==> src/rtl/dsdaccel_sr_ctrl.sv <==
// dsdaccel_sr_ctrl: sequencer for the 17-stage row shift-register window buffer (clear, fill, shift, present windows).
// Define SR_CTRL_ZEROPAD_EN to make row 0 of every frame a zero pad row.
module dsdaccel_sr_ctrl #(
  parameter int NUM_ROWS  = 20,
  parameter int ROW_BYTES = 16
) (
  input  logic        i_CLK,
  input  logic        i_RST_n,
  input  logic        i_START,
  input  logic        i_ABORT,
  input  logic        i_PIX_VALID,
  input  logic [7:0]  i_PIX_DATA,
  output logic        o_PIX_READY,
  output logic        o_BYTE_WE,
  output logic [3:0]  o_BYTE_ADDR,
  output logic [7:0]  o_BYTE_DIN,
  output logic        o_WORD_RST,
  output logic        o_WORD_WE,
  output logic [15:0] o_WORD_MASK,
  output logic        o_CHAIN_RST,
  output logic        o_CHAIN_SHIFT,
  output logic        o_WIN_VALID,
  input  logic        i_WIN_DONE,
  output logic [7:0]  o_WIN_IDX,
  output logic        o_BUSY,
  output logic        o_FRAME_DONE
);
  typedef enum logic [2:0] {IDLE, CLR, PAD, FILL, SHIFT, WIN, DONE} state_t;
  localparam logic [7:0] RESIDENT = 8'd16;
  localparam logic [7:0] LAST_ROW = 8'(NUM_ROWS - 1);
  localparam logic [3:0] LAST_COL = 4'(ROW_BYTES - 1);
`ifdef SR_CTRL_ZEROPAD_EN
  localparam state_t AFTER_CLR = PAD;
`else
  localparam state_t AFTER_CLR = FILL;
`endif
  state_t state, state_nx;
  logic [7:0] row_cnt, row_nx, win_idx, win_nx;
  logic [3:0] col_cnt, col_nx;
  logic fire;
  always_ff @(posedge i_CLK or negedge i_RST_n)
    if (!i_RST_n) begin
      state   <= IDLE;
      row_cnt <= '0;
      col_cnt <= '0;
      win_idx <= '0;
    end else begin
      state   <= state_nx;
      row_cnt <= row_nx;
      col_cnt <= col_nx;
      win_idx <= win_nx;
    end
  always_comb begin
    state_nx = state;
    row_nx   = row_cnt;
    col_nx   = col_cnt;
    win_nx   = win_idx;
    case (state)
      IDLE:  if (i_START) state_nx = CLR;
      CLR: begin
        row_nx   = '0;
        col_nx   = '0;
        win_nx   = '0;
        state_nx = AFTER_CLR;
      end
      PAD:   state_nx = SHIFT;
      FILL:  if (fire) begin
        col_nx = col_cnt + 4'd1;
        if (col_cnt == LAST_COL) state_nx = row_cnt < RESIDENT ? SHIFT : WIN;
      end
      SHIFT: begin
        row_nx   = row_cnt + 8'd1;
        state_nx = FILL;
      end
      WIN:   if (i_WIN_DONE) begin
        state_nx = row_cnt == LAST_ROW ? DONE : SHIFT;
        win_nx   = row_cnt == LAST_ROW ? win_idx : win_idx + 8'd1;
      end
      DONE:  state_nx = IDLE;
      default: state_nx = IDLE;
    endcase
    // abort beats every other transition, including a start in IDLE
    if (i_ABORT) begin
      state_nx = IDLE;
      row_nx   = '0;
      col_nx   = '0;
      win_nx   = '0;
    end
  end
  assign o_PIX_READY   = state == FILL;
  assign fire          = i_PIX_VALID & o_PIX_READY;
  assign o_BYTE_WE     = fire;
  assign o_BYTE_ADDR   = col_cnt;
  assign o_BYTE_DIN    = o_PIX_READY ? i_PIX_DATA : '0;
  assign o_WORD_RST    = state == CLR;
  assign o_CHAIN_RST   = state == CLR;
  assign o_CHAIN_SHIFT = state == SHIFT;
  assign o_WIN_VALID   = state == WIN;
  assign o_WIN_IDX     = o_WIN_VALID ? win_idx : '0;
  assign o_BUSY        = state != IDLE;
  assign o_FRAME_DONE  = state == DONE;
`ifdef SR_CTRL_ZEROPAD_EN
  assign o_WORD_WE     = state == PAD;
  assign o_WORD_MASK   = {16{state == PAD}};
`else
  assign o_WORD_WE     = 1'b0;
  assign o_WORD_MASK   = '0;
`endif
endmodule

==> config.mk <==
export PLATFORM = sky130hd
export DESIGN_NAME = dsdaccel_sr_ctrl
export DESIGN_NICKNAME = d
export VERILOG_FILES = /design/src/rtl/dsdaccel_sr_ctrl.sv
export SDC_FILE = /design/constraint.sdc
export NUM_CORES = 1
export LEC_CHECK = 0
export BUFFER_PORTS_ARGS = -buffer_cell sky130_fd_sc_hd__buf_2
export CAP_MARGIN = 15
export CORE_MARGIN = 2
export CORE_UTILIZATION = 25
export CTS_BUF_LIST = sky130_fd_sc_hd__clkbuf_4 sky130_fd_sc_hd__clkbuf_8
export CTS_CLUSTER_DIAMETER = 200
export DETAILED_ROUTE_END_ITERATION = 16
export MAX_ROUTING_LAYER = met4
export SYNTH_ARGS = -nofsm -noshare
export SYNTH_HDL_FRONTEND = slang
export SYNTH_SLANG_ARGS = --single-unit
==> constraint.sdc <==
create_clock -name i_CLK -period 1.45 [get_ports i_CLK]
set_input_delay 0.0725 -clock i_CLK [delete_from_list [all_inputs] [get_ports i_CLK]]
set_output_delay 0.0725 -clock i_CLK [all_outputs]
set_load 0.05 [all_outputs]
# ---- Word-level counts from Yosys, hierarchy flattened
# Index checks and enable logic that the tools add are counted.
dict set report word_totals {
  ff_bits 23
  input_bits 14
  out_inout_bits 45
  word_cells 50
}
dict set report op_classes {
  add_sub_neg 3
  magnitude_cmp 1
  n_eq_ne 13
  muxes 19
  bitwise_logic 1
  reduce_logical 9
}
# op count
set ops {}
lappend ops {{two-way mux 8 bit} 6}
lappend ops {{one-hot mux 8 bit (2 select lines)} 2}
lappend ops {{adder 8 x 1 -> 8 bit, second input constant} 2}
lappend ops {{two-way mux 3 bit} 5}
lappend ops {{one-hot mux 3 bit (5 select lines)} 1}
lappend ops {{nonzero test 3 bit} 4}
lappend ops {{equality test 3 bit, second input constant} 3}
lappend ops {{inequality test 3 x 2 -> 1 bit, second input constant} 3}
lappend ops {{equality test 8 x 5 -> 1 bit, second input constant} 1}
lappend ops {{< comparator 8 x 5 -> 1 bit, second input constant} 1}
lappend ops {{two-way mux 4 bit} 2}
lappend ops {{one-hot mux 4 bit (2 select lines)} 1}
lappend ops {{equality test 3 x 2 -> 1 bit, second input constant} 2}
lappend ops {{inequality test 3 bit, second input constant} 2}
lappend ops {{adder 4 x 1 -> 4 bit, second input constant} 1}
lappend ops {{equality test 4 bit, second input constant} 1}
lappend ops {{AND reduction 4 bit} 1}
lappend ops {{equality test 3 x 1 -> 1 bit, second input constant} 1}
lappend ops {{zero test 3 bit} 1}
lappend ops {{AND reduction 3 bit} 1}
lappend ops {{two-way mux 2 bit} 1}
lappend ops {{AND reduction 2 bit} 1}
lappend ops {{OR reduction 2 bit} 1}
lappend ops {{bitwise AND 1 bit} 1}
lappend ops {{two-way mux 1 bit} 1}

# ---- Depth between registers and ports, before layout
dict set report depth {
  ltp_word 6
  depth_mapped 6
  ltp_nobuf 5
}

# ---- Worst setup path before layout
# No wires, ideal clock.
dict set report synth_timing {
  path_type {register -> output}
  from {reg state[2]}
  to {out o_WORD_RST}
  arrival_time_ns 1.918
  t_required_ns 1.378
  slack_ns -0.541
  path_stages_with_launch 6
  n_path_buf 3
  cell_sequence {dfrtp_1 buf_2 clkbuf_1 nand2b_1 nor2_1 buf_4}
}
dict set report synth_between {
  elab_chain_len 1
}
# element line_no
set synth_lines {}
lappend synth_lines {{from (decl)} 37} ;# state_t state, state_nx;
lappend synth_lines {{from (signal assigned)} 48} ;# state <= state_nx;
lappend synth_lines {{equality test 3 x 1 -> 1 bit} n/a}
lappend synth_lines {{to (decl)} 17} ;# output logic o_WORD_RST,
# Every way passes these cells.

# ---- Final worst setup path
dict set report layout_timing {
  from {reg state[2]}
  to {out o_BYTE_DIN[4]}
}
dict set report layout_between {
  elab_chain_len 2
}
# element line_no
set layout_lines {}
lappend layout_lines {{equality test 3 x 2 -> 1 bit} 90} ;# assign o_PIX_READY = state == FILL;
lappend layout_lines {{two-way mux 8 bit} 94} ;# assign o_BYTE_DIN = o_PIX_READY ? i_PIX_DATA : '0;
lappend layout_lines {{to (decl)} 16} ;# output logic [7:0] o_BYTE_DIN,
# Every way passes these cells.

==> impl_metrics.env <==
export IMPL_status="finished with violations"
export IMPL_violations="negative setup slack"
export IMPL_cpMaxStageDelayCell="dfrtp_2"
export IMPL_final_util=0.455
export IMPL_port_buffers=41
export IMPL_start_util=0.262
export IMPL_finalWirelength_um=5260
export IMPL_yosys_cell_count_top_type="dfrtp_1"
export IMPL_cp_buffers_inverters=4
export IMPL_rsz0062_at_grt="true"
export IMPL_synth_area_top_cells="dfrtp_1 34%, buf_4 8.0%, and3_1 5.6%"
export IMPL_cts_buffers=3
export IMPL_ys_ff_latch=23
export IMPL_synth_distinct_cells=43
export IMPL_num_antenna_cells=0
export IMPL_area_delta_synth_final_pct=73.9
export IMPL_grt_overflow_total=0
export IMPL_min_period_over_period=1.15
export IMPL_design_core_area_sq_mm=0.00646
export IMPL_synth_top_area_frac=0.341
export IMPL_yosys_warnings=0
export IMPL_crit_family="buffers and inverters"
export IMPL_routed_via_density=4.90
export IMPL_synth_edf_count=0
export IMPL_skew_ns=0.0112
export IMPL_max_freq_ghz=0.600
export IMPL_syn_area_sq_mm=0.00169
export IMPL_cts_tree="done"
export IMPL_grt_pass1_wl_um=8380
export IMPL_synthSimpleGateAreaFrac=0.284
export IMPL_post_route_drc_count=0
export IMPL_die_w_um=86.2
export IMPL_antenna_found_initial=0
export IMPL_cts_sinks=23
export IMPL_cp_end_kind="output port"
export IMPL_hold_class="primary input to flop"
export IMPL_finalPower_w=0.00389
export IMPL_cp_required_ns=1.38
export IMPL_cts_buffer_depth=2
export IMPL_syn_area_per_cell_sq_um=8.36
export IMPL_synth_compound_area_frac=0.176
export IMPL_synth_top_family_by_area="simple AND/OR/NAND/NOR gates"
export IMPL_crit_fanout=5
export IMPL_synth_adder_area_share=0.0222
export IMPL_fin_crit_ns=1.67
export IMPL_vias=1807
export IMPL_hold_viol=0
export IMPL_final_antenna_net_count=0
export IMPL_firstDrtPassIters=4
export IMPL_maxCapViolations=0
export IMPL_clock_latency_ns=0.28
export IMPL_grt_max_degree=24
export IMPL_grt_usage=0.140
export IMPL_worstMarginPinSlew_ns=0.560
export IMPL_cts_clk_slew_worst_paths_ns=0.10
export IMPL_die_area_sq_mm=0.00743
export IMPL_io_pins=59
export IMPL_drive_gt1_frac=0.562
export IMPL_critPathLaunchType="flop"
export IMPL_dpl_cell_count=341
export IMPL_synth_cells=202
export IMPL_ys_seq_area_frac=0.341
export IMPL_critPathMostFrequentCell="buf_6"
export IMPL_num_rows=29
export IMPL_grt_pass1_vias=1714
export IMPL_maxSlewViolCount=0
export IMPL_max_vdd_ir_drop_mv=1.07
export IMPL_finalSetupViolCount=41
export IMPL_die_h_um=86.2
export IMPL_yosys_most_used_dff="dfrtp_1"
export IMPL_gp_congestion=0.845
export IMPL_num_nets_final=310
export IMPL_synth_xor_area_frac=0.0104
export IMPL_crit_chain="buf_6 > buf_6 > nor2b_4 > buf_6 > and3_4 > buf_8"
export IMPL_synth_area_leader_cell="dfrtp_1"
export IMPL_first_iter_violations=40
export IMPL_final_cells=369
export IMPL_cp_arrival_ns=1.59
export IMPL_cts_root_buf="clkbuf_8"
export IMPL_synth_common_cells="23 x dfrtp_1, 18 x buf_4, 17 x o21ai_0"
export IMPL_dp_hpwl_um=3230
export IMPL_wire_per_inst_um=14.2
export IMPL_async_reset_ff_frac=1.00
export IMPL_setup_slack_ns=-0.216
export IMPL_power_leakage_nw=1.34
export IMPL_htreeDepth=1
export IMPL_synth_mux_area_frac=0.0378
export IMPL_slowest_delay_ns=0.46
export IMPL_crit_type="flop to output port"
export IMPL_p_per_area_mw_per_mm2=1320
export IMPL_slew_headroom=0.627
worst paths after layout:
kind                                           to  slack (ns)  cells past startpoint              startpoint
max                                 o_BYTE_DIN[4]       -0.22                      6    state[2]$_DFFE_PN0P_
max in group asynchronous    state[1]$_DFFE_PN0P_        0.72                      2                 i_RST_n
min                          state[2]$_DFFE_PN0P_        0.15                      3                 i_ABORT
max reg2reg                win_idx[7]$_DFFE_PN0P_       -0.21                      7    state[0]$_DFFE_PN0P_
min reg2reg                win_idx[7]$_DFFE_PN0P_        0.51                      1  win_idx[7]$_DFFE_PN0P_
min in group asynchronous  row_cnt[5]$_DFFE_PN0P_        0.32                      2                 i_RST_n
through the flow:
| step | TNS (ns) | hold WS [ns] | worst slack (ns) | cell area [sq um] |
|---|---|---|---|---|
| after global placement | -1.43 | 0.0965 | -0.167 | 2170 |
| after CTS | -5.20 | 0.170 | -0.197 | 2710 |
| final | -6.23 | 0.154 | -0.216 | 2940 |
| after global routing | -8.43 | 0.164 | -0.286 | 2940 |
| after detailed placement | -2.01 | 0.101 | -0.216 | 2170 |
| after floorplan | -2.35 | -0.223 | -0.121 | 1790 |
per-layer routing:
layer,wire length (um),up-vias,track usage
li1,-,872,-
met1,2380,884,0.191
met2,2660,45,0.228
met3,159,6,0.0152
met4,59,0,0.0284
met5,0,-,-
final cells by class:
| cell class | count | area, sq um |
|---|---|---|
| Inverter | 6 | 26.3 |
| Multi-Input combinational cell | 159 | 1210 |
| Tap cell | 77 | 96.3 |
| Sequential cell | 23 | 582 |
| Clock inverter | 1 | 5.00 |
| Fill cell | 575 | 3520 |
| Clock buffer | 3 | 41.3 |
| Timing Repair Buffer | 100 | 976 |
power by group:
| group | internal [W] | switching [W] | leakage, nW |
|---|---|---|---|
| clock network | 0.000193 | 0.000238 | 0.0255 |
| logic | 0.00133 | 0.00138 | 1.01 |
| registers | 0.000689 | 0.0000588 | 0.310 |
worst min-delay path, cell delays in order:
cell and delay (ns):
buf_2 0.13, buf_12 0.16, a21oi_2 0.04
cells in the final DEF (no fill, tap or decap), types with 4 or more instances in the layout:
cell type	n
nand2_1	14
a21oi_2	4
dfrtp_2	5
and3_4	10
nor2b_1	4
and3_1	5
a31oi_1	6
o21ai_1	10
buf_6	28
nand4_1	4
a21oi_1	8
conb_1	17
dfrtp_1	18
inv_1	4
buf_4	36
nor2_4	6
and2_4	7
or3_1	4
o21ai_2	5
buf_2	17
buf_8	14
timing repair:
action                                  in CTS  in global routing
hold endpoints to repair                    23                  0
resized for setup                          115                 31
endpoints found under the setup margin      42                 44
hold buffers                                 1                  0
pin swaps                                   22                 11
setup buffers                               12                  9
cloned                                       2                  1
cells by family after synthesis:
logic type | Yosys count
adders and majority gates | 3
AOI/OAI and AO/OA | 47
xor gates and xnor gates | 2
and+or+nand+nor | 84
buffers and inverters | 36
other | 1
DFF | 23
muxes | 6
flip-flops by register name, summed over array words and instances (netlist names):
signal / cells
win_idx: 8
o_BYTE_ADDR: 4
row_cnt: 8
state: 3
Note: power is estimated with default switching activity, not from simulation.
